[config.mk]
export PLATFORM = sky130hd
export DESIGN_NAME = sprite_anim_renderer_flat
export DESIGN_NICKNAME = d
export VERILOG_FILES = /design/src/rtl/sprite_pkg.sv /design/src/rtl/sprite_anim_renderer_if.sv /design/src/rtl/sprite_anim_ctrl.sv /design/src/rtl/sprite_anim_renderer.sv /design/src/flat_wrapper.sv
export SDC_FILE = /design/constraint.sdc
export NUM_CORES = 1
export LEC_CHECK = 0
export ABC_CLOCK_PERIOD_IN_PS = 17200
export BUFFER_PORTS_ARGS = -buffer_cell sky130_fd_sc_hd__buf_2
export CELL_PAD_IN_SITES_DETAIL_PLACEMENT = 1
export CELL_PAD_IN_SITES_GLOBAL_PLACEMENT = 2
export CORE_ASPECT_RATIO = 1.4
export CORE_MARGIN = 3
export CORE_UTILIZATION = 37
export DETAILED_ROUTE_END_ITERATION = 10
export PLACE_DENSITY = 0.95
export SETUP_SLACK_MARGIN = 0.5
export SLEW_MARGIN = 15
export SYNTH_ARGS = -nofsm -noshare
export SYNTH_HDL_FRONTEND = slang
export SYNTH_HIERARCHICAL = 1
export SYNTH_SLANG_ARGS = --single-unit
[constraint.sdc]
create_clock -name vga_clk -period 17.2 [get_ports vga_clk]
set_input_delay 2.58 -clock vga_clk [delete_from_list [all_inputs] [get_ports vga_clk]]
set_output_delay 2.58 -clock vga_clk [all_outputs]
set_load 0.01 [all_outputs]
[src/rtl/sprite_pkg.sv]
// Shared types and default geometry for the animated sprite renderer.
package sprite_pkg;

  typedef enum logic {IDLE, PLAY} anim_state_t;

  typedef logic [3:0] color_idx_t;

  localparam int SPR_W_DEF       = 92;
  localparam int SPR_H_DEF       = 90;
  localparam int NUM_FRAMES_DEF  = 4;
  localparam int ADDR_W_DEF      = 16;
  localparam int SCALE_LOG2_DEF  = 1;
  localparam int FRAME_TICKS_DEF = 6;
  localparam int TRANSP_IDX_DEF  = 0;

  function automatic int frame_pixels(input int w, input int h);
    return w * h;
  endfunction

endpackage

[src/rtl/sprite_anim_renderer_if.sv]
// Pixel-side and ROM-side signal bundle between the VGA pipeline and the sprite renderer.
interface sprite_anim_renderer_if
  import sprite_pkg::*;
#(
  parameter int ADDR_W  = 16,
  parameter int FRAME_W = 2
) ();

  logic [9:0]        DrawX;
  logic [9:0]        DrawY;
  logic              blank;
  logic              frame_start;
  logic [9:0]        pos_x;
  logic [9:0]        pos_y;
  logic              flip_x;
  logic              anim_start;
  logic              anim_loop;
  logic [ADDR_W-1:0] rom_address;
  color_idx_t        rom_q;
  color_idx_t        pix_index;
  logic              pix_opaque;
  logic              anim_busy;
  logic [FRAME_W-1:0] cur_frame;

  modport master (
    output DrawX, DrawY, blank, frame_start, pos_x, pos_y, flip_x,
           anim_start, anim_loop, rom_q,
    input  rom_address, pix_index, pix_opaque, anim_busy, cur_frame
  );

  modport slave (
    input  DrawX, DrawY, blank, frame_start, pos_x, pos_y, flip_x,
           anim_start, anim_loop, rom_q,
    output rom_address, pix_index, pix_opaque, anim_busy, cur_frame
  );

endinterface

[src/rtl/sprite_anim_ctrl.sv]
// Animation sequencer: counts video frames per animation frame and steps the displayed frame.
module sprite_anim_ctrl
  import sprite_pkg::*;
#(
  parameter int NUM_FRAMES  = NUM_FRAMES_DEF,
  parameter int FRAME_TICKS = FRAME_TICKS_DEF,
  parameter int FW          = (NUM_FRAMES > 1) ? $clog2(NUM_FRAMES) : 1
) (
  input  logic          vga_clk,
  input  logic          reset,
  input  logic          i_frame_start,
  input  logic          i_anim_start,
  input  logic          i_anim_loop,
  output logic          o_anim_busy,
  output logic [FW-1:0] o_cur_frame
);

  localparam int TW = $clog2(FRAME_TICKS + 1);
  localparam logic [TW-1:0] TICK_LAST  = TW'(FRAME_TICKS - 1);
  localparam logic [FW-1:0] FRAME_LAST = FW'(NUM_FRAMES - 1);

  anim_state_t   r_state, w_next_state;
  logic [TW-1:0] r_tick, w_next_tick;
  logic [FW-1:0] r_frame, w_next_frame;

  always_ff @(posedge vga_clk or posedge reset) begin
    if (reset) begin
      r_state <= IDLE;
      r_tick  <= '0;
      r_frame <= '0;
    end else begin
      r_state <= w_next_state;
      r_tick  <= w_next_tick;
      r_frame <= w_next_frame;
    end
  end

  // A restart outranks a coincident frame_start, so that tick is never counted.
  always_comb begin
    w_next_state = r_state;
    w_next_tick  = r_tick;
    w_next_frame = r_frame;
    case (r_state)
      IDLE: begin
        w_next_tick  = '0;
        w_next_frame = '0;
        if (i_anim_start) w_next_state = PLAY;
      end
      PLAY: begin
        if (i_anim_start) begin
          w_next_tick  = '0;
          w_next_frame = '0;
        end else if (i_frame_start) begin
          if (r_tick == TICK_LAST) begin
            w_next_tick = '0;
            if (r_frame == FRAME_LAST) begin
              w_next_frame = '0;
              if (!i_anim_loop) w_next_state = IDLE;
            end else begin
              w_next_frame = r_frame + FW'(1);
            end
          end else begin
            w_next_tick = r_tick + TW'(1);
          end
        end
      end
      default: w_next_state = IDLE;
    endcase
  end

  assign o_anim_busy = (r_state == PLAY);
  assign o_cur_frame = r_frame;

endmodule

[src/rtl/sprite_anim_renderer.sv]
// Positioned, scaled, mirrorable animated sprite: ROM address generation and registered pixel output.
module sprite_anim_renderer
  import sprite_pkg::*;
#(
  parameter int SPR_W       = SPR_W_DEF,
  parameter int SPR_H       = SPR_H_DEF,
  parameter int NUM_FRAMES  = NUM_FRAMES_DEF,
  parameter int ADDR_W      = ADDR_W_DEF,
  parameter int SCALE_LOG2  = SCALE_LOG2_DEF,
  parameter int FRAME_TICKS = FRAME_TICKS_DEF,
  parameter int TRANSP_IDX  = TRANSP_IDX_DEF
) (
  input  logic vga_clk,
  input  logic reset,
  sprite_anim_renderer_if.slave bus
);

  localparam int FW        = (NUM_FRAMES > 1) ? $clog2(NUM_FRAMES) : 1;
  localparam int FRAME_PIX = frame_pixels(SPR_W, SPR_H);
  localparam logic [9:0] HIT_W = 10'(SPR_W << SCALE_LOG2);
  localparam logic [9:0] HIT_H = 10'(SPR_H << SCALE_LOG2);

  logic [9:0]        r_px, r_py;
  logic              r_flip;
  color_idx_t        r_pix_index;
  logic              r_pix_opaque;
  logic signed [10:0] w_rx, w_ry;
  logic              w_hit;
  logic [9:0]        w_sx_raw, w_sx, w_sy;
  logic [ADDR_W-1:0] w_addr;
  logic [FW-1:0]     w_cur_frame;
  logic              w_anim_busy;

  sprite_anim_ctrl #(
    .NUM_FRAMES (NUM_FRAMES),
    .FRAME_TICKS(FRAME_TICKS),
    .FW         (FW)
  ) u_ctrl (
    .vga_clk      (vga_clk),
    .reset        (reset),
    .i_frame_start(bus.frame_start),
    .i_anim_start (bus.anim_start),
    .i_anim_loop  (bus.anim_loop),
    .o_anim_busy  (w_anim_busy),
    .o_cur_frame  (w_cur_frame)
  );

  // Position and mirror are only sampled in vertical blanking to avoid tearing.
  always_ff @(posedge vga_clk or posedge reset) begin
    if (reset) begin
      r_px   <= '0;
      r_py   <= '0;
      r_flip <= 1'b0;
    end else if (bus.frame_start) begin
      r_px   <= bus.pos_x;
      r_py   <= bus.pos_y;
      r_flip <= bus.flip_x;
    end
  end

  assign w_rx     = $signed({1'b0, bus.DrawX}) - $signed({1'b0, r_px});
  assign w_ry     = $signed({1'b0, bus.DrawY}) - $signed({1'b0, r_py});
  assign w_hit    = !w_rx[10] && (w_rx[9:0] < HIT_W) && !w_ry[10] && (w_ry[9:0] < HIT_H);
  assign w_sx_raw = w_rx[9:0] >> SCALE_LOG2;
  assign w_sx     = r_flip ? (10'(SPR_W - 1) - w_sx_raw) : w_sx_raw;
  assign w_sy     = w_ry[9:0] >> SCALE_LOG2;
  assign w_addr   = ADDR_W'(w_cur_frame) * ADDR_W'(FRAME_PIX)
                  + ADDR_W'(w_sy) * ADDR_W'(SPR_W) + ADDR_W'(w_sx);

  assign bus.rom_address = w_hit ? w_addr : '0;

  // The ROM answers on the falling edge, so rom_q pairs with this cycle's hit/blank.
  always_ff @(posedge vga_clk or posedge reset) begin
    if (reset) begin
      r_pix_index  <= '0;
      r_pix_opaque <= 1'b0;
    end else begin
      r_pix_index  <= (w_hit && bus.blank) ? bus.rom_q : '0;
      r_pix_opaque <= w_hit && bus.blank && (bus.rom_q != color_idx_t'(TRANSP_IDX));
    end
  end

  assign bus.pix_index  = r_pix_index;
  assign bus.pix_opaque = r_pix_opaque;
  assign bus.anim_busy  = w_anim_busy;
  assign bus.cur_frame  = w_cur_frame;

endmodule

[src/flat_wrapper.sv]
// flat-port wrapper written by rule: the top's interface ports become plain ports
module sprite_anim_renderer_flat import sprite_pkg::*;
#(
  parameter int SPR_W       = SPR_W_DEF,
  parameter int SPR_H       = SPR_H_DEF,
  parameter int NUM_FRAMES  = NUM_FRAMES_DEF,
  parameter int ADDR_W      = ADDR_W_DEF,
  parameter int SCALE_LOG2  = SCALE_LOG2_DEF,
  parameter int FRAME_TICKS = FRAME_TICKS_DEF,
  parameter int TRANSP_IDX  = TRANSP_IDX_DEF
)
  (vga_clk, reset, bus_DrawX, bus_DrawY, bus_blank, bus_frame_start, bus_pos_x, bus_pos_y, bus_flip_x, bus_anim_start, bus_anim_loop, bus_rom_q, bus_rom_address, bus_pix_index, bus_pix_opaque, bus_anim_busy, bus_cur_frame);
  sprite_anim_renderer_if #(.ADDR_W(ADDR_W), .FRAME_W(2)) bus_i ();
  input  logic vga_clk;
  input  logic reset;
  input wire logic [$bits(bus_i.DrawX)-1:0] bus_DrawX;
  input wire logic [$bits(bus_i.DrawY)-1:0] bus_DrawY;
  input wire logic [$bits(bus_i.blank)-1:0] bus_blank;
  input wire logic [$bits(bus_i.frame_start)-1:0] bus_frame_start;
  input wire logic [$bits(bus_i.pos_x)-1:0] bus_pos_x;
  input wire logic [$bits(bus_i.pos_y)-1:0] bus_pos_y;
  input wire logic [$bits(bus_i.flip_x)-1:0] bus_flip_x;
  input wire logic [$bits(bus_i.anim_start)-1:0] bus_anim_start;
  input wire logic [$bits(bus_i.anim_loop)-1:0] bus_anim_loop;
  input wire logic [$bits(bus_i.rom_q)-1:0] bus_rom_q;
  output wire logic [$bits(bus_i.rom_address)-1:0] bus_rom_address;
  output wire logic [$bits(bus_i.pix_index)-1:0] bus_pix_index;
  output wire logic [$bits(bus_i.pix_opaque)-1:0] bus_pix_opaque;
  output wire logic [$bits(bus_i.anim_busy)-1:0] bus_anim_busy;
  output wire logic [$bits(bus_i.cur_frame)-1:0] bus_cur_frame;
  assign bus_i.DrawX = bus_DrawX;
  assign bus_i.DrawY = bus_DrawY;
  assign bus_i.blank = bus_blank;
  assign bus_i.frame_start = bus_frame_start;
  assign bus_i.pos_x = bus_pos_x;
  assign bus_i.pos_y = bus_pos_y;
  assign bus_i.flip_x = bus_flip_x;
  assign bus_i.anim_start = bus_anim_start;
  assign bus_i.anim_loop = bus_anim_loop;
  assign bus_i.rom_q = bus_rom_q;
  assign bus_rom_address = bus_i.rom_address;
  assign bus_pix_index = bus_i.pix_index;
  assign bus_pix_opaque = bus_i.pix_opaque;
  assign bus_anim_busy = bus_i.anim_busy;
  assign bus_cur_frame = bus_i.cur_frame;
  sprite_anim_renderer #(.SPR_W(SPR_W), .SPR_H(SPR_H), .NUM_FRAMES(NUM_FRAMES), .ADDR_W(ADDR_W), .SCALE_LOG2(SCALE_LOG2), .FRAME_TICKS(FRAME_TICKS), .TRANSP_IDX(TRANSP_IDX)) u_core (.vga_clk(vga_clk), .reset(reset), .bus(bus_i));
endmodule
==> run_results.csv, run 1 <==
group,metric,value,unit
setup_path,startpoint_type,"primary input",
yosys,async_flop_share,100,%
detailed_routing,wl_met2,5770,um
yosys,synth_edf_count,0,
yosys,syn_avg_cell_area,8.60,sq um
sta,setup_tns,0,ns
floorplan,die-area,0.0126,sq mm
hold_path,hp-class,"reg2reg",
setup_path,path_buf_inv,4,
detailed_routing,wl_met1,4140,um
flow_run,cap_violations,0,
setup_path,slowest_delay,0.53,ns
floorplan,dieHeight,132,um
grt,antenna_found_initial,0,
finish,fillers,1376,
placed_design,dp_hpwl,9010,um
yosys,yosysTopAreaCellShare,19.5,%
cts,hold_buffers,0,
detailed_routing,top_layer_used,"met4",
setup_path,crit_required,14.62,ns
grt,grt_pass1_vias,3991,
finish,drive_gt1_share,17.7,%
setup_path,crit_path_frequent_cell,"a21oi_1",
detailed_routing,viasPerCell,5.20,
placed_design,place.gp.congestion,0.842,
finish,seq_area,801,sq um
setup_path,r2r_cells,10,
yosys,ys_seq_area_share,19.2,%
sta,setup_viol,0,
cts,clkLatencyLatePin,0.28,ns
yosys,synth_area_leaders,"ha_1 (19%), dfrtp_1 (19%), fa_1 (10%), inv_1 (7.2%), xnor2_1 (5.2%)",
finish,final_util,44.4,%
yosys,synth_top_family_by_area,"adder cells",
floorplan,io_pins,75,
setup_path,path_delay_family,"adder cells",
sta,hold_violations,0,
sta,worst_clock_skew,0.00302,ns
setup_path,worst_path_max_delay_cell,"fa_1",
finish,synthToLayoutAreaGrowth,16.0,%
cts,clk_transition_reported_paths,0.05,ns
cts,cts_max_path_buffers,2,
finish,antenna_cells,0,
detailed_routing,vias,3642,
placed_design,numPortBuffers,74,
setup_path,crit_type,"in2out",
status,outcome,"finished clean",
setup_path,cp.arrival,8.56,ns
yosys,synthDistinctLibCells,60,
yosys,synth-seq-cells,32,
yosys,synth_cells,486,
finish,final_cell_mix,"inv_1 (80), buf_2 (74), ha_1 (65)",
sta,grt_setup_unrepaired,"false",
detailed_routing,routed_wl,10500,um
detailed_routing,dr.pass1.iters,4,
sta,tightest_slew,0.958,ns
finish,multi_input_area,0.00302,sq mm
cts,cts-resized-gates,0,
sta,finalCritPeriodShare,64.8,%
yosys,synthSimpleGateAreaFrac,15.1,%
floorplan,core-area,0.0109,sq mm
cts,root_buffer,"clkbuf_16",
cts,cts_tree,"built",
sta,max_freq,89.8,MHz
detailed_routing,ant_nets,0,
grt,grt_use_total,17.4,%
cts,numCtsBuffers,5,
finish,final_common_cell,"inv_1",
placed_design,dpl_worst_slack,6.00,ns
detailed_routing,wl_per_cell,15.1,um
detailed_routing,drt_iter0_drc,63,
grt,grt_pass1_wl,17900,um
finish,fin_nets,695,
sta,relSlewSlack,36.1,%
setup_path,cp.depth,25,
setup_path,end_kind,"primary output",
grt,grt_max_degree,47,
yosys,synth_xor_area_share,8.56,%
yosys,synth_fa_ha_area_share,29.5,%
grt,globalRouteOverflowTotal,0,
floorplan,start_util,38.3,%
cts,cts_sinks,32,
yosys,synth_ff_type,"dfrtp_1",
yosys,ys.warnings.count,6,
yosys,yosysTopAreaCell,"ha_1",
yosys,synth-compound-area-share,17.6,%
floorplan,rows,45,
detailed_routing,post-route-drc-count,0,
detailed_routing,route.met3.wl,363,um
cts,postCtsSetupBuffers,0,
yosys,synthMuxAreaShare,1.53,%
sta,period_minus_slack,11.14,ns
sta,drv_slew,0,
floorplan,fp.dieW,95.8,um
yosys,syn_area,0.00418,sq mm
setup_path,crit_fanout,4,
hold_path,holdPathStages,1,
cts,ctsHtreeMaxLevel,2,
yosys,synth_nets,623,
sta,setup_ws,6.06,ns
[sequential cells by signal, indices dropped and copies added, names as in the netlist]
signal / flops
u_core/bus.pix_index: 4
u_core/u_ctrl/o_anim_busy: 1
u_core/r_py: 10
u_core/bus.pix_opaque: 1
u_core/r_px: 10
u_core/r_flip: 1
u_core/u_ctrl/o_cur_frame: 2
u_core/u_ctrl/r_tick: 3
[final timing paths]
check / slack (ns) / start / endpoint
min in group asynchronous: 2.23 / reset / u_core/u_ctrl/r_tick[1]
worst max register to register: 13.81 / u_core/r_px[5] / u_core/bus.pix_index[2]
worst min-delay path: 0.51 / u_core/r_px[0] / u_core/r_px[0]
worst min register to register: 0.51 / u_core/r_px[0] / u_core/r_px[0]
max in group asynchronous: 14.08 / reset / u_core/r_px[5]
worst max-delay path: 6.06 / bus_DrawY[0] / bus_rom_address[14]
[per-stage QoR]
step | std cells | hold WS, ns | instance area (sq um)
floorplan | 486 | 0.482 | 4180
global placement | 692 | 0.496 | 4670
detailed placement | 692 | 0.505 | 4670
CTS | 700 | 0.516 | 4850
global route | 700 | 0.534 | 4850
finish | 700 | 0.512 | 4850
[cell type report]
type	count	area share, %
well taps	141	3.64
flip-flops and latches	32	16.5
clock buffers	7	3.15
inverters	80	6.19
repair buffers	74	7.63
multi-input cells	365	62.3
clock inverters	1	0.619
[kinds of logic after synthesis]
| logic type | after synthesis |
|---|---|
| xor gates and xnor gates | 40 |
| buffers and inverters | 89 |
| AOI/OAI and AO/OA | 109 |
| and+or+nand+nor | 124 |
| muxes | 6 |
| DFF | 32 |
| adders and majority gates | 86 |
[layer usage]
layer	GRT usage [%]	up-vias
li1	-	1794
met1	19.2	1759
met2	33.0	73
met3	2.11	16
met4	6.33	0
met5	0	-
[Yosys cell counts, types with 2 or more instances]
cell and number:
a211oi_1 5, a21bo_2 2, a21o_1 14, a21oi_1 22, a31o_2 2, a31oi_1 3
buf_2 2, buf_6 3, clkbuf_1 4, dfrtp_1 32, fa_1 21, ha_1 65
inv_1 80, mux2_2 3, mux2i_1 3, nand2_1 32, nand2b_1 7, nand3_1 4
nand3b_1 6, nor2_1 41, nor2b_1 4, nor3_1 8, nor3_2 2, nor4_1 2
nor4b_1 2, o2111ai_1 3, o211ai_1 2, o21a_1 4, o21ai_0 32, o21bai_1 3
o22ai_1 2, o41ai_1 3, or2_2 2, or3_1 2, or4_1 2, xnor2_1 25
xor2_1 14
[worst reg2reg max path, cell delays in order, from the launching register on]
cell and delay (ns):
dfrtp_1 0.32, inv_1 0.06, ha_1 0.42, xnor2_1 0.43
nor4b_1 0.10, o21ai_0 0.20, o41ai_1 0.15, o41ai_1 0.45
and3_1 0.28, nand4b_2 0.60, nor2_1 0.29
Power of run 1 is left out: the tool's default activity adds up to more than one toggle a clock period on the data nets, which glitch-free logic cannot reach.
==> inputs of run 2 (changes only) <==
ABC_AREA = 1   (was not set)
ABC_CLOCK_PERIOD_IN_PS = 10700   (was 17200)
CORE_UTILIZATION = 32   (was 37)
PLACE_DENSITY = 0.91   (was 0.95)
clock period = 10.7 ns   (was 17.2 ns; I/O delays follow)
==> run 2 against run 1 <==
Against the previous run: synthesized area is 4.1% higher; count of clock-buffer cells in the layout fell by 2; global-route usage shrank 2.5 points; via count grew 12%; wire length increased by 3.7%; die area up 19%; synthesized cell count grew 31%; critical endpoint unchanged; highest routed layer unchanged.
==> run_results.csv, run 2 <==
group,metric,value,unit
finish,fillers,1722,
sta,hold_slack,0.507,ns
finish,final_common_cell,"nand2_1",
floorplan,fp.dieW,105,um
setup_path,cp-endpoint,"bus_rom_address[14]",
yosys,synth_top_family_by_area,"adder cells",
sta,grt_setup_unrepaired,"false",
sta,setup_tns,0,ns
setup_path,slowest_delay,0.55,ns
yosys,synthMuxAreaShare,0.747,%
sta,max_freq,115,MHz
cts,ctsHtreeMaxLevel,2,
finish,antenna_cells,0,
finish,instances_no_fill,891,
floorplan,core-area,0.0131,sq mm
yosys,async_flop_share,100,%
finish,drive_gt1_share,14.9,%
finish,synthToLayoutAreaGrowth,16.9,%
finish,seq_area,801,sq um
setup_path,crit_path_frequent_cell,"nand2_1",
yosys,synth_nets,773,
yosys,synth_xor_area_share,4.63,%
floorplan,start_util,33.3,%
yosys,synthDistinctLibCells,28,
status,outcome,"finished clean",
yosys,ys.warnings.count,6,
floorplan,io_pins,75,
grt,grt_use_total,15.0,%
yosys,yosysTopAreaCell,"ha_1",
detailed_routing,post-route-drc-count,0,
sta,drv_slew,0,
yosys,yosysMostFrequentCell,"nand2_1",
finish,multi_input_area,0.00298,sq mm
detailed_routing,routed_wl,10900,um
setup_path,crit_required,9.10,ns
setup_path,reg2reg_slack,8.03,ns
setup_path,crit_start,"bus_DrawY[0]",
cts,clkLatencyLatePin,0.28,ns
sta,relSlewSlack,30.1,%
grt,antenna_found_initial,0,
sta,finalCritPeriodShare,81.5,%
yosys,syn_area,0.00435,sq mm
detailed_routing,viasPerCell,4.57,
setup_path,crit_type,"in2out",
setup_path,end_kind,"primary output",
detailed_routing,wl_per_cell,12.3,um
cts,clk_transition_reported_paths,0.05,ns
placed_design,dp_hpwl,9730,um
placed_design,place.gp.congestion,0.803,
floorplan,die-area,0.0151,sq mm
sta,setup_viol,0,
sta,period_minus_slack,8.72,ns
setup_path,r2r_cells,17,
cts,cts_tree,"built",
yosys,ys_seq_area_share,18.4,%
sta,worst_clock_skew,0.00234,ns
yosys,synth_edf_count,0,
grt,grt_pass1_vias,4369,
yosys,synth_ff_type,"dfrtp_1",
yosys,synth_commonest_cells,"nand2_1 (181), inv_1 (145), ha_1 (65)",
detailed_routing,drt_iter0_drc,70,
cts,postCtsSetupBuffers,0,
yosys,synth-seq-cells,32,
sta,tightest_slew,1.05,ns
yosys,syn_avg_cell_area,6.84,sq um
detailed_routing,dr.pass1.iters,4,
setup_path,cp.arrival,7.12,ns
setup_path,startpoint_type,"primary input",
cts,cts_sinks,32,
cts,cts-resized-gates,0,
flow_run,cap_violations,0,
yosys,yosysTopAreaCellShare,18.7,%
yosys,synthSimpleGateAreaFrac,27.7,%
cts,hold_buffers,0,
finish,final_util,39.0,%
placed_design,dp_cells,883,
yosys,synth_fa_ha_area_share,28.3,%
grt,globalRouteOverflowTotal,0,
detailed_routing,ant_nets,0,
placed_design,numPortBuffers,74,
cts,root_buffer,"clkbuf_16",
sta,hold_violations,0,
setup_path,regToRegStartpoint,"u_core/r_py[2]",
floorplan,rows,49,
grt,grt_pass1_wl,18900,um
grt,grt_max_degree,45,
hold_path,hp-class,"reg2reg",
detailed_routing,vias,4068,
yosys,synth_cells,636,
floorplan,dieHeight,144,um
setup_path,crit_fanout,5,
yosys,synth-compound-area-share,6.98,%
setup_path,worst_r2r_endpoint,"u_core/bus.pix_index[0]",
finish,final_cell_mix,"nand2_1 (181), inv_1 (145), buf_2 (74)",
finish,fin_nets,849,
cts,numCtsBuffers,5,
setup_path,worst_path_max_delay_cell,"fa_1",
yosys,synth_area_leaders,"ha_1 (19%), dfrtp_1 (18%), nand2_1 (16%), inv_1 (13%), fa_1 (9.7%)",
cts,cts_max_path_buffers,2,
[run 2: worst min-delay path by stage]
stage	start	cells after the start	slack (ns)	to
after floorplan	u_core/r_px[0]	1	0.48	u_core/r_px[0]
after global placement	u_core/r_px[0]	1	0.49	u_core/r_px[0]
after detailed placement	u_core/r_px[0]	1	0.50	u_core/r_px[0]
after CTS	u_core/r_px[0]	1	0.51	u_core/r_px[0]
after global routing	u_core/r_px[0]	1	0.52	u_core/r_px[0]
final	u_core/r_px[0]	1	0.51	u_core/r_px[0]
[run 2: worst max-delay path: cells and delay by family]
family,cells,cell delay (ns)
buffers and inverters,7,0.54
AO/OA/AOI/OAI,2,0.43
AND/OR/NAND/NOR,15,1.46
adder cells (fa/ha/maj),7,2.88
XOR/XNOR,1,0.16
[run 2: area by class of cell]
class	instances	share of cell area, %
tap	178	4.38
clock inverter	3	0.836
sequential	32	15.7
multi-input combinational	453	58.5
clock buffer	5	2.46
inverter	146	10.8
timing repair buffer	74	7.28
[run 2: cell families (layout without fill, tap and decap cells)]
family,after synthesis,in the layout
and+or+nand+nor,283,283
xor gates and xnor gates,23,23
buffers and inverters,151,228
AOI/OAI and AO/OA,58,58
muxes,3,3
DFF,32,32
adders and majority gates,86,86
[run 2: metrics by stage]
step	setup WS, ns	area (sq um)
6_report	1.98	5090
5_1_grt	1.38	5090
4_1_cts	1.92	5090
3_5_place_dp	1.91	4920
3_3_place_gp	2.23	4920
2_1_floorplan	2.65	4350
[run 2: metal layers]
| metal | global-route usage (%) | share of wire, % | vias up | wire (um) |
|---|---|---|---|---|
| met5 | 0 | 0 | - | 0 |
| met4 | 3.73 | 1.3 | 0 | 140 |
| met3 | 2.37 | 3.2 | 8 | 348 |
| met2 | 29.3 | 53 | 56 | 5810 |
| met1 | 16.9 | 42 | 1909 | 4630 |
| li1 | - | - | 2095 | - |
Power of run 2 is left out for the same reason.
==> inputs of run 3 (changes only) <==
ABC_CLOCK_PERIOD_IN_PS = 9050   (was 10700)
clock period = 9.05 ns   (was 10.7 ns; I/O delays follow)
==> run 3 against run 2 <==
Against the previous run: register-to-register slack got worse by 1.7 ns; cell count did not move; highest routed layer unchanged; wire length rose by 0.27%; flip-flop and latch count did not move; critical endpoint unchanged; count of clock-buffer cells in the layout rose by 1; clock skew barely moved; via count barely moved; worst hold slack got worse by 0.00081 ns.
==> run_results.csv, run 3 (same netlist as run 2, synthesis figures left out) <==
group,metric,value,unit
finish,drive_gt1_share,15.3,%
detailed_routing,dr.pass1.iters,4,
placed_design,dp_hpwl,9770,um
setup_path,crit_fanout,5,
setup_path,path_delay_family,"adder cells",
setup_path,cp.arrival,6.72,ns
setup_path,crit_type,"in2out",
grt,globalRouteOverflowTotal,0,
floorplan,dieHeight,144,um
grt,grt_max_degree,45,
sta,tightest_slew,1.03,ns
cts,cts_max_path_buffers,2,
floorplan,rows,49,
cts,hold_buffers,0,
grt,grt.met2_usage,29.8,%
hold_path,hp-class,"reg2reg",
detailed_routing,viasPerCell,4.57,
sta,setup_viol,0,
grt,grt.busiest_layer,"met2",
setup_path,crit_path_frequent_cell,"nand2_1",
detailed_routing,ant_nets,0,
finish,synthToLayoutAreaGrowth,16.8,%
grt,grt_pass1_vias,4427,
floorplan,start_util,33.3,%
floorplan,die-area,0.0151,sq mm
grt,grt_use_met1,17.1,%
cts,cts_sinks,32,
status,outcome,"finished clean",
sta,setup_tns,0,ns
sta,hold_violations,0,
detailed_routing,drt_iter0_drc,84,
cts,cts_tree,"built",
sta,period_minus_slack,8.08,ns
cts,cts-resized-gates,0,
grt,grt_pass1_wl,19200,um
detailed_routing,wl_per_cell,12.3,um
sta,grt_setup_unrepaired,"false",
finish,fin_nets,849,
setup_path,worst_path_max_delay_cell,"fa_1",
grt,grtUsageMet3,2.01,%
placed_design,numPortBuffers,74,
cts,clkLatencyLatePin,0.28,ns
finish,final_common_cell,"nand2_1",
sta,max_freq,124,MHz
cts,ctsHtreeMaxLevel,2,
floorplan,fp.dieW,105,um
finish,antenna_cells,0,
sta,worst_clock_skew,0.00193,ns
floorplan,io_pins,75,
finish,final_cell_mix,"nand2_1 (181), inv_1 (145), buf_2 (74)",
cts,numCtsBuffers,5,
cts,root_buffer,"clkbuf_16",
cts,clk_transition_reported_paths,0.05,ns
setup_path,crit_required,7.69,ns
detailed_routing,vias,4069,
setup_path,path_buf_inv,6,
setup_path,startpoint_type,"primary input",
detailed_routing,post-route-drc-count,0,
cts,postCtsSetupBuffers,0,
grt,antenna_found_initial,0,
flow_run,cap_violations,0,
sta,finalCritPeriodShare,89.2,%
setup_path,slowest_delay,0.54,ns
sta,drv_slew,0,
detailed_routing,routed_wl,11000,um
floorplan,core-area,0.0131,sq mm
placed_design,place.gp.congestion,0.803,
setup_path,end_kind,"primary output",
grt,grt_use_total,15.1,%
sta,relSlewSlack,31.4,%
## run 3: routing by layer
metal	vias up	wire, um
met3	7	339
met4	0	125
met2	54	5910
li1	2098	-
met5	-	0
met1	1910	4590
## run 3: cell type report
class / count / area (sq um)
fill: 1715 / 7980
multi-input combinational: 453 / 2990
sequential: 32 / 801
inverter: 146 / 548
timing repair buffer: 74 / 370
tap: 178 / 223
clock buffer: 6 / 139
clock inverter: 2 / 15.0
## run 3: final timing paths
| kind | cells past startpoint | slack (ns) | end | startpoint |
|---|---|---|---|---|
| worst max-delay path | 30 | 0.97 | bus_rom_address[14] | bus_DrawY[2] |
| worst min-delay path | 1 | 0.51 | u_core/r_px[0] | u_core/r_px[0] |
| worst max register to register | 17 | 6.35 | u_core/bus.pix_index[1] | u_core/r_py[2] |
| max in group asynchronous | 2 | 7.10 | u_core/r_px[1] | reset |
| worst min register to register | 1 | 0.51 | u_core/r_px[0] | u_core/r_px[0] |
| min in group asynchronous | 2 | 1.00 | u_core/u_ctrl/r_tick[1] | reset |
## run 3: worst reg2reg max path, delay by kind of cell (launching register included)
kind	cells	cell delay, ns
AND/OR/NAND/NOR	11	1.03
flip-flops	1	0.33
adder cells (fa/ha/maj)	2	0.59
buffers and inverters	3	0.20
XOR/XNOR	1	0.44
## run 3: through the flow
| stage | instances | setup WS, ns | instance area [sq um] | hold WS [ns] | util (%) |
|---|---|---|---|---|---|
| 6_report | 891 | 0.974 | 5080 | 0.506 | 38.9 |
| 5_1_grt | 891 | 0.514 | 5080 | 0.519 | 38.9 |
| 4_1_cts | 891 | 0.762 | 5070 | 0.510 | 38.9 |
| 3_5_place_dp | 883 | 0.756 | 4920 | 0.497 | 37.7 |
| 3_3_place_gp | 883 | 1.07 | 4920 | 0.492 | 37.7 |
| 2_1_floorplan | 636 | 1.50 | 4350 | 0.481 | - |
Power of run 3 is left out for the same reason.
